[config.mk]
export PLATFORM = sky130hd
export DESIGN_NAME = fetch_unit
export DESIGN_NICKNAME = d
export VERILOG_FILES = /design/src/rtl/riscky_pkg.sv /design/src/rtl/fetch_buffer.sv /design/src/rtl/fetch_unit.sv
export SDC_FILE = /design/constraint.sdc
export NUM_CORES = 1
export LEC_CHECK = 0
export CAP_MARGIN = 20
export CORE_MARGIN = 2
export CORE_UTILIZATION = 55
export DETAILED_ROUTE_END_ITERATION = 12
export PLACE_DENSITY = 0.85
export SLEW_MARGIN = 10
export SYNTH_ARGS = -nofsm -noshare
export SYNTH_HDL_FRONTEND = slang
export SYNTH_SLANG_ARGS = --single-unit
[constraint.sdc]
create_clock -name clk -period 9.6 [get_ports clk]
set_input_delay 0.96 -clock clk [delete_from_list [all_inputs] [get_ports clk]]
set_output_delay 0.96 -clock clk [all_outputs]
set_load 0.05 [all_outputs]
[src/rtl/riscky_pkg.sv]
// Shared definitions for the riscky core: memory geometry and fetch-path types.
package riscky_pkg;

    localparam int ILEN        = 32;
    localparam int IMEM_AW     = 10;
    localparam int IMEM_WORDS  = 1 << IMEM_AW;
    localparam int XLEN        = 32;
    localparam int INSTR_BYTES = 4;

    typedef enum logic {
        FS_RUN    = 1'b0,
        FS_HALTED = 1'b1
    } fetch_state_e;

    typedef struct packed {
        logic [XLEN-1:0] pc;
        logic [ILEN-1:0] instr;
    } fetch_entry_t;

endpackage

[src/rtl/fetch_buffer.sv]
// Small synchronous FIFO of {pc, instr} pairs between fetch and decode.
// Flush wins over push and pop; a push into a full buffer is accepted only
// when a pop frees the head slot in the same cycle.
module fetch_buffer
    import riscky_pkg::*;
#(
    parameter int DEPTH = 2
) (
    input  logic                     clk,
    input  logic                     rst_n,
    input  logic                     i_push,
    input  fetch_entry_t             i_entry,
    input  logic                     i_pop,
    input  logic                     i_flush,
    output fetch_entry_t             o_head,
    output logic [$clog2(DEPTH):0]   o_count,
    output logic                     o_full,
    output logic                     o_empty
);

    localparam int PW = $clog2(DEPTH);

    logic [PW-1:0] r_wr_ptr;
    logic [PW-1:0] r_rd_ptr;
    logic [PW:0]   r_count;
    fetch_entry_t  r_mem [DEPTH];

    logic w_do_push;
    logic w_do_pop;

    assign o_empty   = (r_count == '0);
    assign o_full    = (r_count == (PW+1)'(DEPTH));
    assign w_do_pop  = i_pop && !o_empty;
    assign w_do_push = i_push && (!o_full || w_do_pop);

    // Pointer and occupancy tracking; flush empties the buffer in one cycle.
    always_ff @(posedge clk or negedge rst_n) begin
        if (!rst_n) begin
            r_wr_ptr <= '0;
            r_rd_ptr <= '0;
            r_count  <= '0;
        end else if (i_flush) begin
            r_wr_ptr <= '0;
            r_rd_ptr <= '0;
            r_count  <= '0;
        end else begin
            if (w_do_push) r_wr_ptr <= r_wr_ptr + 1'b1;
            if (w_do_pop)  r_rd_ptr <= r_rd_ptr + 1'b1;
            if (w_do_push && !w_do_pop)      r_count <= r_count + 1'b1;
            else if (!w_do_push && w_do_pop) r_count <= r_count - 1'b1;
        end
    end

    // Entry storage; contents are only meaningful while counted, so no reset.
    always_ff @(posedge clk) begin
        if (w_do_push && !i_flush) r_mem[r_wr_ptr] <= i_entry;
    end

    assign o_head  = r_mem[r_rd_ptr];
    assign o_count = r_count;

endmodule

[src/rtl/fetch_unit.sv]
// Instruction fetch controller: owns the fetch PC, drives the combinational
// instruction memory, buffers fetched words and hands them to decode.
module fetch_unit
    import riscky_pkg::*;
#(
    parameter int              PC_W     = 32,
    parameter logic [PC_W-1:0] RESET_PC = '0,
    parameter int              FB_DEPTH = 2
) (
    input  logic               clk,
    input  logic               rst_n,
    output logic [IMEM_AW-1:0] imem_addr,
    input  logic [ILEN-1:0]    imem_rdata,
    output logic               instr_valid,
    output logic [ILEN-1:0]    instr,
    output logic [PC_W-1:0]    instr_pc,
    input  logic               instr_ready,
    input  logic               redirect_valid,
    input  logic [PC_W-1:0]    redirect_pc,
    input  logic               halt,
    output logic               halted,
    output logic               misalign_err,
    output logic [31:0]        fetch_count
);

    fetch_state_e              r_state;
    logic [PC_W-1:0]           r_fetch_pc;
    logic                      r_misalign;
    logic [31:0]               r_fetch_count;

    fetch_entry_t              w_entry;
    fetch_entry_t              w_head;
    logic [$clog2(FB_DEPTH):0] w_count;
    logic                      w_full;
    logic                      w_empty;
    logic                      w_pop;
    logic                      w_push;
    logic                      w_accept_pop;

    // A full buffer can still take a new word when decode drains the head
    // in the same cycle, which is what sustains one instruction per cycle.
    assign w_pop        = !w_empty && instr_ready;
    assign w_accept_pop = w_pop && !redirect_valid;
    assign w_push       = (r_state == FS_RUN) && !halt && !redirect_valid
                          && (!w_full || w_pop);

    assign w_entry.pc    = XLEN'(r_fetch_pc);
    assign w_entry.instr = imem_rdata;

    fetch_buffer #(
        .DEPTH (FB_DEPTH)
    ) u_fetch_buffer (
        .clk     (clk),
        .rst_n   (rst_n),
        .i_push  (w_push),
        .i_entry (w_entry),
        .i_pop   (w_accept_pop),
        .i_flush (redirect_valid),
        .o_head  (w_head),
        .o_count (w_count),
        .o_full  (w_full),
        .o_empty (w_empty)
    );

    // Fetch PC: redirect target (word aligned) wins, otherwise advance on push.
    always_ff @(posedge clk or negedge rst_n) begin
        if (!rst_n) begin
            r_fetch_pc <= RESET_PC;
        end else if (redirect_valid) begin
            r_fetch_pc <= {redirect_pc[PC_W-1:2], 2'b00};
        end else if (w_push) begin
            r_fetch_pc <= r_fetch_pc + PC_W'(INSTR_BYTES);
        end
    end

    // Run/halt state machine; halt is sampled every edge, redirects do not change state.
    always_ff @(posedge clk or negedge rst_n) begin
        if (!rst_n) begin
            r_state <= FS_RUN;
        end else begin
            case (r_state)
                FS_RUN:    if (halt)  r_state <= FS_HALTED;
                FS_HALTED: if (!halt) r_state <= FS_RUN;
                default:              r_state <= FS_RUN;
            endcase
        end
    end

    // One-cycle misalignment pulse following a redirect with nonzero low bits.
    always_ff @(posedge clk or negedge rst_n) begin
        if (!rst_n) begin
            r_misalign <= 1'b0;
        end else begin
            r_misalign <= redirect_valid && (redirect_pc[1:0] != 2'b00);
        end
    end

    // Delivered-instruction counter; pops swallowed by a flush are not counted.
    always_ff @(posedge clk or negedge rst_n) begin
        if (!rst_n) begin
            r_fetch_count <= '0;
        end else if (w_accept_pop) begin
            r_fetch_count <= r_fetch_count + 32'd1;
        end
    end

    // Head fields are forced to zero while empty so stale storage never leaks out.
    assign imem_addr    = r_fetch_pc[IMEM_AW+1:2];
    assign instr_valid  = !w_empty;
    assign instr        = w_empty ? '0 : w_head.instr;
    assign instr_pc     = w_empty ? '0 : PC_W'(w_head.pc);
    assign halted       = (r_state == FS_HALTED) && (w_count == '0);
    assign misalign_err = r_misalign;
    assign fetch_count  = r_fetch_count;

endmodule

==> impl_summary.txt, run 1 <==
----------------------------------------------------
[Status]
  Status ... complete, no violations

[CTS]
  Clk Latency, worst-skew pair ... 0.43 ns
  CTS Hold Bufs ... 0
  Clock sinks ... 192
  Max Root-Sink Buffers ... 2
  Clock transition at the register clock pins on the worst setup and hold paths after CTS ... 0.07 ns
  Root Buffer ... clkbuf_16
  CTS tree ... built
  Setup Buffers After CTS ... 0
  Number of CTS-inserted buffers ... 17
  H-tree level count ... 4
  Resize count post-CTS ... 0

[Routing]
  Total Wirelength ... 18,400 um
  DRT Pass-1 Iters ... 5
  Routed len/inst ... 18.3 um
  Drt initial violations ... 467
  Count of antenna-violating nets left after detailed routing ... 0
  Via Count ... 5,771
  Avg Vias per Cell ... 5.73
  Residual DRC count ... 0

[Finish]
  Synthesis-to-layout area growth ... 29.5%
  Total number of nets in the final design ... 881
  Filler Cells Inserted ... 937
  Ratio of cells with drive above 1 in the final layout ... 5.95%
  ANT cells ... 0
  Final instance area ... 10,700 um2

[Floorplanning]
  Floorplan die area ... 16,100 um2
  Core Footprint ... 14,600 um2
  Starting Density ... 56.7%
  Vertical die dimension ... 127 um
  Number of placement rows ... 44
  I/O pin count ... 178
  Die Width ... 127 um

[Yosys]
  Sequential cell area fraction in the yosys report ... 65.4%
  Synth area leaders ... edfxtp_1 (45%), dfrtp_1 (21%), mux2i_1 (8.4%), nor2_1 (4.3%), xnor2_1 (2.2%)
  #FFs+latches synth ... 192
  Proportion of netlist area held by the largest area contributor ... 44.9%
  Synth area leader ... edfxtp_1
  Post-synthesis instance total ... 650
  Area of the mapped netlist ... 8300 um2
  Yosys warning total ... 0
  Mapped Avg Cell Area ... 12.8 um2
  Cell variety after synth ... 45

[Setup path]
  Worst Path Class, Setup ... flop to output pin
  Family with the most delay on the worst path ... flip-flops
  Reg2Reg Depth ... 4
  Endpoint type of the worst setup path ... output pin
  Worst R2R End ... u_fetch_buffer.r_mem[0][39]$_DFFE_PP_
  Crit path largest cell delay ... 1.13 ns
  Critical path's slowest cell ... dfrtp_4
  Buffers & Inverters on Critical Path ... 1
  Crit path max fanout ... 63
  Worst r2r src ... u_fetch_buffer.o_count[1]$_DFFE_PN0P_
  Worst endpoint data arrival time ... 2.80 ns
  Minimum setup slack among reg-to-reg paths ... 6.88 ns
  Data required time at the worst endpoint ... 8.64 ns
  Cell-by-cell listing of the critical path ... mux2i_1, nor2_1, clkdlybuf4s50_1
  Type of element launching the critical path ... flop

[STA]
  Fin Setup TNS ... 0 ns
  Final hold viol count ... 0
  Slew Viols, Final ... 0
  Worst-case headroom to the max-slew limit ... 26.7%
  RSZ-0062 raised after global routing ... no
  Shortest clock period the worst path allows after layout ... 3.76 ns
  Post-route clock period utilization ... 39.2%
  Top achievable clock speed ... 266 MHz
  Transition time at the pin with the least slew margin ... 1.10 ns
  Final-report setup violation count ... 0
  Worst Clk Skew ... 0.0108 ns

[Pwr]
  Fraction of power spent switching nets ... 24.9%
  Net Sw Power ... 0.468 mW
  Sequential share of power ... 51.0%
  Power per cell area ... 175 nW/um2
  Worst IR Drop VDD ... 0.122 mV
  Pint ... 1.41 mW
  Combinational group share of total power ... 10.8%
  Clock Power Share ... 38.1%
  Static leakage power ... 3.88 nW

[Global route]
  Via count of the first global-routing pass ... 5,853
  GRT busiest layer ... met2
  Leftover overflow at the end of global routing ... 0
  Met2 Resource Use GR ... 39.7%
  Overall routing resource usage ... 23.5%
  Wire length of the first global-routing pass ... 29,500 um
  Met3 track utilization from global routing ... 7.21%
  Initial antenna violation count ... 0
  Pin count of the biggest net entering global routing ... 69
  Global Route met1 Usage ... 29.2%

[Placement]
  Gpl congestion ... 0.868
  Placed cell area ... 10,100 um2
  Post-DP HPWL ... 12,100 um
  Buffers on Ports ... 175

[Hold path]
  Kind of path behind the tightest hold check ... flop to flop
  Number of cells traversed by the worst hold path ... 1
  Worst hold start ... fetch_count[31]$_DFFE_PN0N_
  Sink of the worst hold path ... fetch_count[31]$_DFFE_PN0N_

[Run]
  Max-cap check violation count ... 0

----------------------------------------------------
==> cells in the mapped netlist, drive strengths merged <==
cell,number
a32oi,1
a22oi,3
nand2b,7
nor3,14
nand3,35
or3,4
o41a,1
o211ai,6
a221o,9
o31a,1
or2,2
nor2b,5
dfrtp,68
nor3b,1
conb,1
ha,2
xor2,12
a21o,7
clkbuf,25
nand3b,1
o21ai,10
nor2,95
mux2i,70
a21oi,5
a211o,2
or4,2
mux2,1
and3,9
nor4,6
o311ai,7
inv,7
and2,4
and4,4
edfxtp,124
nand4,20
xnor2,21
buf,17
nand2,41
==> cell families (layout without fill, tap and decap cells) <==
logic type	count (synthesis)	count (layout)	share of synthesized area, %
muxes	71	71	8.58
xor gates and xnor gates	33	33	3.48
AOI/OAI and AO/OA	52	52	4.73
buffers and inverters	49	221	2.91
DFF	192	192	65.4
other	1	2	0.0452
adders and majority gates	2	2	0.302
and+or+nand+nor	250	250	14.6
==> power by group through the flow <==
stage | clock network, mW | registers (mW) | logic [mW]
floorplan | 0 | 0.974 | 0.115
global placement | 0 | 0.972 | 0.198
detailed placement | 0 | 0.975 | 0.203
CTS | 0.725 | 0.959 | 0.205
global route | 0.765 | 0.964 | 0.217
finish | 0.717 | 0.959 | 0.204
==> through the flow <==
stage          total power [mW]  hold slack (ns)  setup WS [ns]  utilization (%)  cells
2_1_floorplan              1.09            0.440           4.59                -    651
3_3_place_gp               1.17            0.459           5.76             69.2    974
3_5_place_dp               1.18            0.466           5.75             69.2    974
4_1_cts                    1.89            0.479           5.81             73.3   1006
5_1_grt                    1.95            0.508           5.68             73.4   1007
6_report                   1.88            0.474           5.84             73.4   1007
==> state kept, by name (all words and copies together) (netlist names) <==
| signal | cells |
|---|---|
| r_state | 1 |
| misalign_err | 1 |
| u_fetch_buffer.r_mem | 124 |
| u_fetch_buffer.r_rd_ptr | 1 |
| fetch_count | 32 |
| r_fetch_pc | 30 |
| u_fetch_buffer.o_count | 2 |
| u_fetch_buffer.r_wr_ptr | 1 |
==> placed cells by master, fill, tap and decap left out, drive strengths merged, types with 8 or more instances in the layout <==
| cell type | instances |
|---|---|
| nor2 | 95 |
| nand2 | 41 |
| a221o | 9 |
| dfrtp | 68 |
| clkdlybuf4s50 | 174 |
| buf | 8 |
| nand3 | 35 |
| xor2 | 12 |
| inv | 13 |
| mux2i | 70 |
| clkbuf | 17 |
| and3 | 9 |
| xnor2 | 21 |
| o21ai | 10 |
| edfxtp | 124 |
| nor3 | 14 |
| nand4 | 20 |
==> final cells by class <==
class	instances	area (um2)	area share [%]
clock inverters	15	178	1.65
flip-flops and latches	192	5430	50.5
inverters	7	26.3	0.244
multi-input cells	410	2660	24.7
clock buffers	17	425	3.96
repair buffers	182	1800	16.8
well taps	184	230	2.14
==> worst reg2reg max path: stages (launching register included) <==
cell and delay, ns:
dfrtp_1 0.46, nor3b_1 0.20, or4_1 0.78, nor2_4 0.17, buf_4 0.63
==> metal layers <==
| layer | vias up | wire (um) |
|---|---|---|
| met5 | - | 0 |
| met4 | 0 | 296 |
| met3 | 28 | 1590 |
| met2 | 284 | 9110 |
| met1 | 2774 | 7410 |
| li1 | 2685 | - |
==> how the worst max path moves through the flow <==
stage                                                    from                                   end  slack (ns)  depth (start not counted)
final                     u_fetch_buffer.r_rd_ptr$_DFFE_PN0P_                             instr[30]        5.84                          3
after global routing      u_fetch_buffer.r_rd_ptr$_DFFE_PN0P_                          instr_pc[14]        5.68                          3
after CTS                 u_fetch_buffer.r_rd_ptr$_DFFE_PN0P_                             instr[15]        5.81                          3
after detailed placement                       redirect_valid  u_fetch_buffer.r_mem[0][1]$_DFFE_PP_        5.75                          5
after global placement                         redirect_valid  u_fetch_buffer.r_mem[0][1]$_DFFE_PP_        5.76                          5
after floorplan                                redirect_valid  u_fetch_buffer.r_mem[0][0]$_DFFE_PP_        4.59                          4
Power figures use the tool's default switching activity.
==> inputs of run 2 (changes only) <==
- CORE_UTILIZATION: 55 -> 51
- PLACE_DENSITY: 0.85 -> 0.8
- clock period: 9.6 -> 3.8 ns (I/O delays scaled with it)
==> impl_summary.txt, run 2 (synthesis gave the netlist of run 1 again) <==
----------------------------------------------------
[CTS]
  Setup Buffers After CTS ... 0 (unchanged)
  Clk Latency, worst-skew pair ... 0.43 ns (about the same)
  H-tree level count ... 4 (unchanged)
  CTS tree ... built
  Resize count post-CTS ... 0 (unchanged)
  Clock sinks ... 192 (unchanged)
  Clock transition at the register clock pins on the worst setup and hold paths after CTS ... 0.07 ns (about the same)
  Number of CTS-inserted buffers ... 17 (unchanged)
  CTS Hold Bufs ... 0 (unchanged)
  Root Buffer ... clkbuf_16
  Max Root-Sink Buffers ... 2 (unchanged)

[Routing]
  DRT Pass-1 Iters ... 5 (unchanged)
  Total Wirelength ... 18,200 um (-0.96%)
  Routed len/inst ... 17.5 um (-4.4%)
  Via Count ... 5,787 (+0.28%)
  Drt initial violations ... 459 (-1.7%)
  Residual DRC count ... 0 (unchanged)
  Avg Vias per Cell ... 5.55 (-3.2%)
  Count of antenna-violating nets left after detailed routing ... 0 (unchanged)

[STA]
  Slew Viols, Final ... 0 (unchanged)
  Shortest clock period the worst path allows after layout ... 3.01 ns
  Top achievable clock speed ... 332 MHz
  Worst-case headroom to the max-slew limit ... 43.7% (+17 points)
  Worst Clk Skew ... 0.0111 ns (+0.000310 ns)
  RSZ-0062 raised after global routing ... no
  Final-report setup violation count ... 0 (unchanged)
  Hold WS ... -0.0223 ns (-0.496 ns)
  Transition time at the pin with the least slew margin ... 0.845 ns (-0.254 ns)
  Final hold viol count ... 23 (+23)
  Post-route clock period utilization ... 79.3%
  Fin Setup TNS ... 0 ns (unchanged)

[Floorplanning]
  I/O pin count ... 178 (unchanged)
  Vertical die dimension ... 132 um (+3.7%)
  Starting Density ... 52.2% (-4.4 points)
  Number of placement rows ... 46 (+4.5%)
  Core Footprint ... 15,900 um2 (+8.5%)
  Die Width ... 132 um (+3.7%)
  Floorplan die area ... 17,300 um2 (+7.6%)

[Setup path]
  Endpoint type of the worst setup path ... output pin
  Data required time at the worst endpoint ... 3.42 ns (-5.22 ns)
  Worst r2r src ... r_fetch_pc[2]$_DFFE_PN0N_
  Worst R2R End ... r_fetch_pc[28]$_DFFE_PN0N_
  Type of element launching the critical path ... flop
  Reg2Reg Depth ... 6 (+2)
  Worst endpoint data arrival time ... 2.63 ns (-0.17 ns)
  Crit path max fanout ... 28 (-56%)
  Worst Path Class, Setup ... flop to output pin
  Minimum setup slack among reg-to-reg paths ... 1.26 ns (-5.62 ns)

[Global route]
  Overall routing resource usage ... 21.4% (-2.1 points)
  Wire length of the first global-routing pass ... 29,500 um (unchanged)
  Via count of the first global-routing pass ... 5,812 (-0.70%)
  Initial antenna violation count ... 0 (unchanged)
  Pin count of the biggest net entering global routing ... 64 (-7.2%)
  Leftover overflow at the end of global routing ... 0 (unchanged)

[Finish]
  Most frequent standard cell in the layout excluding fill and tap cells ... clkdlybuf4s50_1
  Final instance area ... 10,800 um2 (+0.33%)
  Most flops, register ... u_fetch_buffer.r_mem
  Ratio of cells with drive above 1 in the final layout ... 6.77% (+0.82 points)
  Top library cells by usage in the layout, fill and taps aside ... clkdlybuf4s50_1 (174), edfxtp_1 (124), nor2_1 (93), mux2i_1 (70), dfrtp_1 (67)
  ANT cells ... 0 (unchanged)
  Filler Cells Inserted ... 1,133 (+21%)
  Synthesis-to-layout area growth ... 30.0%
  Max FFs per register ... 124 (unchanged)
  Total number of nets in the final design ... 885 (+0.45%)

[Placement]
  Placed cell area ... 10,200 um2 (+0.82%)
  Buffers on Ports ... 175 (unchanged)
  Gpl congestion ... 0.816 (-6.1%)
  Post-DP HPWL ... 12,200 um (+1.3%)

[Run]
  Max-cap check violation count ... 0 (unchanged)

[Status]
  Failing checks ... hold timing
  Status ... finished, violations left

[Pwr]
  Power per cell area ... 426 nW/um2 (+140%)
  Worst IR Drop VDD ... 0.366 mV (+200%)
  Static leakage power ... 3.88 nW (+0.15%)

[Hold path]
  Kind of path behind the tightest hold check ... input pin to asynchronous set/reset pin

----------------------------------------------------
==> run 2: changes by cell type in the layout (fill, tap and decap cells not counted), sizes merged <==
cell    before  now
buf          8   12
bufinv       3    0
clkinv       4    7
==> run 2: worst max path at each step <==
stage,startpoint,endpoint,slack (ns),depth (start not counted)
2_1_floorplan,u_fetch_buffer.o_count[1]$_DFFE_PN0P_,u_fetch_buffer.r_mem[0][0]$_DFFE_PP_,0.38,5
3_3_place_gp,redirect_valid,u_fetch_buffer.r_mem[1][26]$_DFFE_PP_,1.17,4
3_5_place_dp,redirect_valid,r_fetch_pc[24]$_DFFE_PN0N_,0.98,5
4_1_cts,u_fetch_buffer.r_rd_ptr$_DFFE_PN0P_,instr[12],0.77,4
5_1_grt,u_fetch_buffer.r_rd_ptr$_DFFE_PN0P_,instr[12],0.69,4
6_report,u_fetch_buffer.r_rd_ptr$_DFFE_PN0P_,instr[22],0.79,4
==> run 2: final cells by class <==
class                      count  area [um2]  share of cell area, %
timing repair buffer         186        1850                   17.1
inverter                       7        26.3                  0.244
multi-input combinational    410        2660                   24.6
tap                          216         270                   2.51
clock buffer                  17         425                   3.94
sequential                   192        5430                   50.3
clock inverter                15         128                   1.18
==> run 2: power breakdown <==
part	switching [mW]	internal, mW
clock network	0.805	0.856
logic	0.310	0.209
registers	0.0967	2.32
total	1.21	3.38
==> run 2: critical path: stages, from the launching register on <==
cell and delay (ns):
dfrtp_4 0.76, buf_4 0.34, mux2i_1 0.10, nor2_1 0.16, clkdlybuf4s50_1 0.83
==> run 2: metal layers <==
metal	global-route usage [%]	vias up	routed length, um
met5	0	-	0
met2	35.4	223	8990
li1	-	2703	-
met3	6.29	29	1230
met4	8.39	0	364
met1	26.5	2832	7640
==> run 2: per-stage QoR <==
step	power, mW	std cells	setup WS (ns)	utilization, %
floorplan	2.75	651	0.378	-
global placement	2.96	1010	1.17	64.3
detailed placement	2.98	1010	0.979	64.3
CTS	4.63	1042	0.768	67.8
global route	4.76	1043	0.692	67.9
finish	4.60	1043	0.787	67.9
